## src/rtl/n_pkg.sv

```systemverilog
// Shared types for the round-robin arbiter.
// Holds the controller state enum and defaults.
package n_pkg;

  localparam int N_DEFAULT = 8;

  typedef enum logic {
    IDLE = 1'b0,
    GNT  = 1'b1
  } state_e;

endpackage

```

## src/rtl/n_nxt_one.sv

```systemverilog
// Cyclic first-one finder: picks the first set bit
// of x_i at or after pos_i, wrapping to bit 0.
module n_nxt_one
  import n_pkg::*;
#(
  parameter int W  = N_DEFAULT,
  parameter int PW = (W > 1) ? $clog2(W) : 1
) (
  input  logic [W-1:0]  x_i,
  input  logic [PW-1:0] pos_i,
  output logic [W-1:0]  y_o
);

  logic [W-1:0] m;
  logic [W-1:0] hi;
  logic [W-1:0] sel;

  always_comb begin
    m = '0;
    for (int i = 0; i < W; i++) begin
      m[i] = (i >= int'(pos_i));
    end
  end

  // Upper segment wins; otherwise wrap to the full vector.
  assign hi  = x_i & m;
  assign sel = (|hi) ? hi : x_i;
  assign y_o = sel & (~sel + W'(1));

endmodule

```

## src/rtl/n_rr_arb.sv

```systemverilog
// Registered round-robin arbiter with a valid/ready
// grant output and back-to-back grants on accept.
module n_rr_arb
  import n_pkg::*;
#(
  parameter int N     = N_DEFAULT,
  parameter int IDX_W = $clog2(N)
) (
  input  logic             clk,
  input  logic             arst_n,
  input  logic [N-1:0]     req_i,
  input  logic             rdy_i,
  output logic             vld_o,
  output logic [N-1:0]     gnt_o,
  output logic [IDX_W-1:0] gnt_idx_o
);

  state_e           state_q, state_d;
  logic [IDX_W-1:0] ptr_q, ptr_d;
  logic [N-1:0]     gnt_q, gnt_d;

  logic [IDX_W-1:0] idx;
  logic [IDX_W-1:0] ptr_nxt;
  logic [IDX_W-1:0] spos;
  logic [N-1:0]     hit;
  logic             acc;

  always_comb begin
    idx = '0;
    for (int k = 0; k < N; k++) begin
      if (gnt_q[k]) idx = idx | IDX_W'(k);
    end
  end

  // Explicit wrap keeps non-power-of-two N legal.
  assign ptr_nxt = (idx == IDX_W'(N - 1)) ? '0
                 : idx + IDX_W'(1);
  assign acc     = (state_q == GNT) && rdy_i;
  assign spos    = acc ? ptr_nxt : ptr_q;

  n_nxt_one #(
    .W  (N),
    .PW (IDX_W)
  ) u_nxt (
    .x_i   (req_i),
    .pos_i (spos),
    .y_o   (hit)
  );

  always_comb begin
    state_d = state_q;
    ptr_d   = ptr_q;
    gnt_d   = gnt_q;
    unique case (state_q)
      IDLE: begin
        if (|req_i) begin
          gnt_d   = hit;
          state_d = GNT;
        end
      end
      GNT: begin
        if (rdy_i) begin
          ptr_d = ptr_nxt;
          if (|req_i) begin
            gnt_d = hit;
          end else begin
            gnt_d   = '0;
            state_d = IDLE;
          end
        end
      end
      default: begin
        state_d = IDLE;
        gnt_d   = '0;
      end
    endcase
  end

  always_ff @(posedge clk or negedge arst_n) begin
    if (!arst_n) begin
      state_q <= IDLE;
      ptr_q   <= '0;
      gnt_q   <= '0;
    end else begin
      state_q <= state_d;
      ptr_q   <= ptr_d;
      gnt_q   <= gnt_d;
    end
  end

  assign vld_o     = (state_q == GNT);
  assign gnt_o     = gnt_q;
  assign gnt_idx_o = idx;

endmodule

```

## config.mk

```make
export PLATFORM = sky130hd
export DESIGN_NAME = n_rr_arb
export DESIGN_NICKNAME = d
export VERILOG_FILES = /design/src/rtl/n_pkg.sv /design/src/rtl/n_nxt_one.sv /design/src/rtl/n_rr_arb.sv
export SDC_FILE = /design/constraint.sdc
export NUM_CORES = 1
export LEC_CHECK = 0
export ABC_AREA = 1
export CAP_MARGIN = 0
export CORE_ASPECT_RATIO = 0.7
export CORE_UTILIZATION = 43
export DETAILED_ROUTE_END_ITERATION = 16
export PLACE_DENSITY = 0.75
export SYNTH_ARGS = -nofsm -noshare
export SYNTH_HDL_FRONTEND = slang
export SYNTH_SLANG_ARGS = --single-unit
```

## constraint.sdc

```tcl
create_clock -name clk -period 2.4 [get_ports clk]
set_input_delay 0.72 -clock clk [delete_from_list [all_inputs] [get_ports clk]]
set_output_delay 0.72 -clock clk [all_outputs]
set_load 0.02 [all_outputs]
```

==> flow_summary.yaml <==
logic_synthesis:
  synth.ff_latch_count: 12
  synthArstFlopShare_pct: 100
  ys_types: 21
  synth_area_leaders: "dfrtp_1 34%, nand2_1 16%, nand3_1 9.7%"
  synthDominantCellAreaShare_pct: 34.3
  synth_compound_area_share_pct: 6.58
  synth_top_family_by_area: "simple AND/OR/NAND/NOR gates"
  netlist_area_um2: 875
  ys_warn_count: 0
  synth_top_area_cell: "dfrtp_1"
  synth_mux_area_share_pct: 0
  netlist_top_cells_count: "38 x nand2_1, 18 x nor2_1, 17 x nand3_1"
  synth-edff-count: 0
  postSynthAreaPerCell_um2: 6.78
  ys.flop_type: "dfrtp_1"
  synth-simple-area-share_pct: 48.9
  synthCells: 129
  ys_seq_area_share_pct: 34.3
  synthAdderAreaFrac_pct: 2.86
  yosysMostFrequentCell: "nand2_1"
  synth.net_count: 142
  synth_xor_area_share_pct: 0
worst_setup_path:
  critPathMaxFanout: 6
  worstRegToRegCells: 18
  crit_arrival_ns: 2.85
  rrSetupSlack_ns: -0.27
  critPathCaptureType: "flip-flop"
  worst-endpoint-required_ns: 2.57
  critPathLaunchType: "flip-flop"
  critPathKind: "flip-flop to flip-flop"
power:
  combPwrFrac_pct: 73.1
  p_seq_share_pct: 17.5
  peakVddDrop_mv: 0.894
  power.density_mw_per_mm2: 1240
  p_switching_mw: 0.821
  finalPower_mw: 1.74
  netSwitchingFraction_pct: 47.3
  pwr-share-clk_pct: 9.4
  p_leak_nw: 0.705
  p_int_mw: 0.916
timing:
  whs_ns: 0.508
  slew_headroom_pct: 64.7
  finalCritPeriodShare_pct: 111
  fmax_ghz: 0.374
  skew_ns: 0.00767
  drv_slew: 0
  rsz0062_at_grt: "yes"
  hold_viol_final: 0
  min_period_ns: 2.67
  worst_pin_slew_ns: 0.527
  fin_ws_ns: -0.274
  setup_violations: 8
floorplanning:
  num_io_pins: 23
  dieArea_mm2: 0.00222
  initial_utilization_pct: 46.4
  die_x_um: 55.9
  core_area_mm2: 0.00189
  die_height_um: 39.7
  core.rowCount: 13
detailed_routing:
  drt-total-wl_mm: 2.29
  vias: 947
  antenna_left: 0
  wl_per_cell_um: 11.8
  dr.pass1.iters: 4
  route.detailed.drc: 0
  first_iter_violations: 68
  vias_per_cell: 4.86
global_routing:
  grt_max_degree: 13
  antenna_found_initial: 0
  use_met1_pct: 33.1
  grt_util_met3_pct: 5.28
  grt_pass1_wl_mm: 3.75
  grt_pass1_vias: 844
  top_usage_layer: "met2"
  grtUsageTotal_pct: 23.5
  met2_usage_pct: 34.9
  overflow: 0
outcome:
  status: "complete, but fails checks"
  violations: "negative setup slack"
placement:
  dpl.hpwl_mm: 1.89
  gp_congestion: 0.949
  place_area_mm2: 0.00131
  place_ws_ns: -0.315
  io_buffers: 22
worst_hold_path:
  min_path_cells: 2
  hold_class: "flip-flop to flip-flop"
final_layout:
  syn_to_final_growth_pct: 60.1
  diodes: 0
  final_nets: 187
  layout-drive-gt1-share_pct: 37.6
  fin_area_mm2: 0.00140
cts:
  clk_latency_ns: 0.28
  holdBufCountCts: 0
  clk_pin_slew_worst_paths_ns: 0.08
  cts_tree: "done"
  cts_sinks: 12
  cts_buffers: 3
  h-tree-depth: 1
  cts-root-buf: "clkbuf_4"
  clockBufferDepth: 2
job:
  max-cap-violations: 0
## area by class of cell
class / instances / area, µm²
tap: 22 / 27.5
multi-input combinational: 100 / 614
timing repair buffer: 41 / 359
clock buffer: 4 / 36.3
sequential: 12 / 303
inverter: 16 / 60.1
fill: 152 / 487
## through the flow
stage / utilization [%] / TNS [ns] / std cells
after floorplan: - / -1.73 / 129
after global placement: 69.2 / -2.17 / 190
after detailed placement: 69.2 / -2.04 / 190
after CTS: 73.7 / -1.76 / 194
after global routing: 74.2 / -3.02 / 195
final: 74.2 / -1.76 / 195
## flip-flops by register name, summed over array words and instances (netlist names)
name   cells
ptr_q      3
gnt_o      8
vld_o      1
## power groups by stage
stage	Combinational (mW)	Sequential, mW	Clock (mW)
after floorplan	0.685	0.363	0
after global placement	1.19	0.306	0
after detailed placement	1.19	0.308	0
after CTS	1.24	0.304	0.167
after global routing	1.39	0.312	0.177
final	1.27	0.304	0.163
## placed cells by master (no fill, tap or decap), types with 2 or more instances in the layout
master / n
nand2_4: 3
a21oi_1: 2
nand2_1: 30
nand3_1: 11
buf_4: 19
nand3_2: 6
inv_1: 12
nor2_1: 17
dfrtp_1: 10
inv_2: 4
nor2_4: 3
dlygate4sd2_1: 3
ha_4: 2
nor2_2: 2
clkdlybuf4s50_1: 19
nand2_2: 15
dfrtp_2: 2
clkbuf_4: 3
o21ai_1: 2
## worst paths after layout
| path | start | end |
|---|---|---|
| setup / recovery | gnt_o[2] | gnt_o[6] |
| hold / removal | gnt_o[0] | gnt_o[0] |
| setup reg to reg | gnt_o[2] | gnt_o[6] |
| hold reg to reg | gnt_o[0] | gnt_o[0] |
| max in group asynchronous | arst_n | gnt_o[7] |
| min in group asynchronous | arst_n | gnt_o[3] |
## critical path, stage by stage (launching register included)
cell     delay (ns)
dfrtp_2        0.40
or4_4          0.55
ha_4           0.18
ha_4           0.27
inv_2          0.03
nand3_2        0.07
nand2_4        0.07
nor2_4         0.11
nand2_2        0.07
nand2_2        0.07
nand2_2        0.06
nor2_4         0.17
nand2_2        0.10
nand2_2        0.10
nand2_4        0.06
nand2_4        0.08
nor2_2         0.05
nand2_1        0.06
nand2_1        0.05
## cell families after synthesis
logic type | Yosys count
AND/OR/NAND/NOR | 90
buffers and inverters | 17
flip-flops | 12
AO/OA/AOI/OAI | 8
adder cells (fa/ha/maj) | 2
## what timing repair did
item                                    CTS  global route
pin swaps                                15            13
endpoints found under the setup margin   11             8
setup buffers                             0             1
gates resized for setup                  16             2
## layer usage
layer | vias up | share of wire [%]
met4 | 0 | 1.7
met1 | 419 | 51
met3 | 4 | 5.3
met5 | - | 0
li1 | 494 | -
met2 | 30 | 41
No activity file was read; power rests on OpenSTA's default activity.
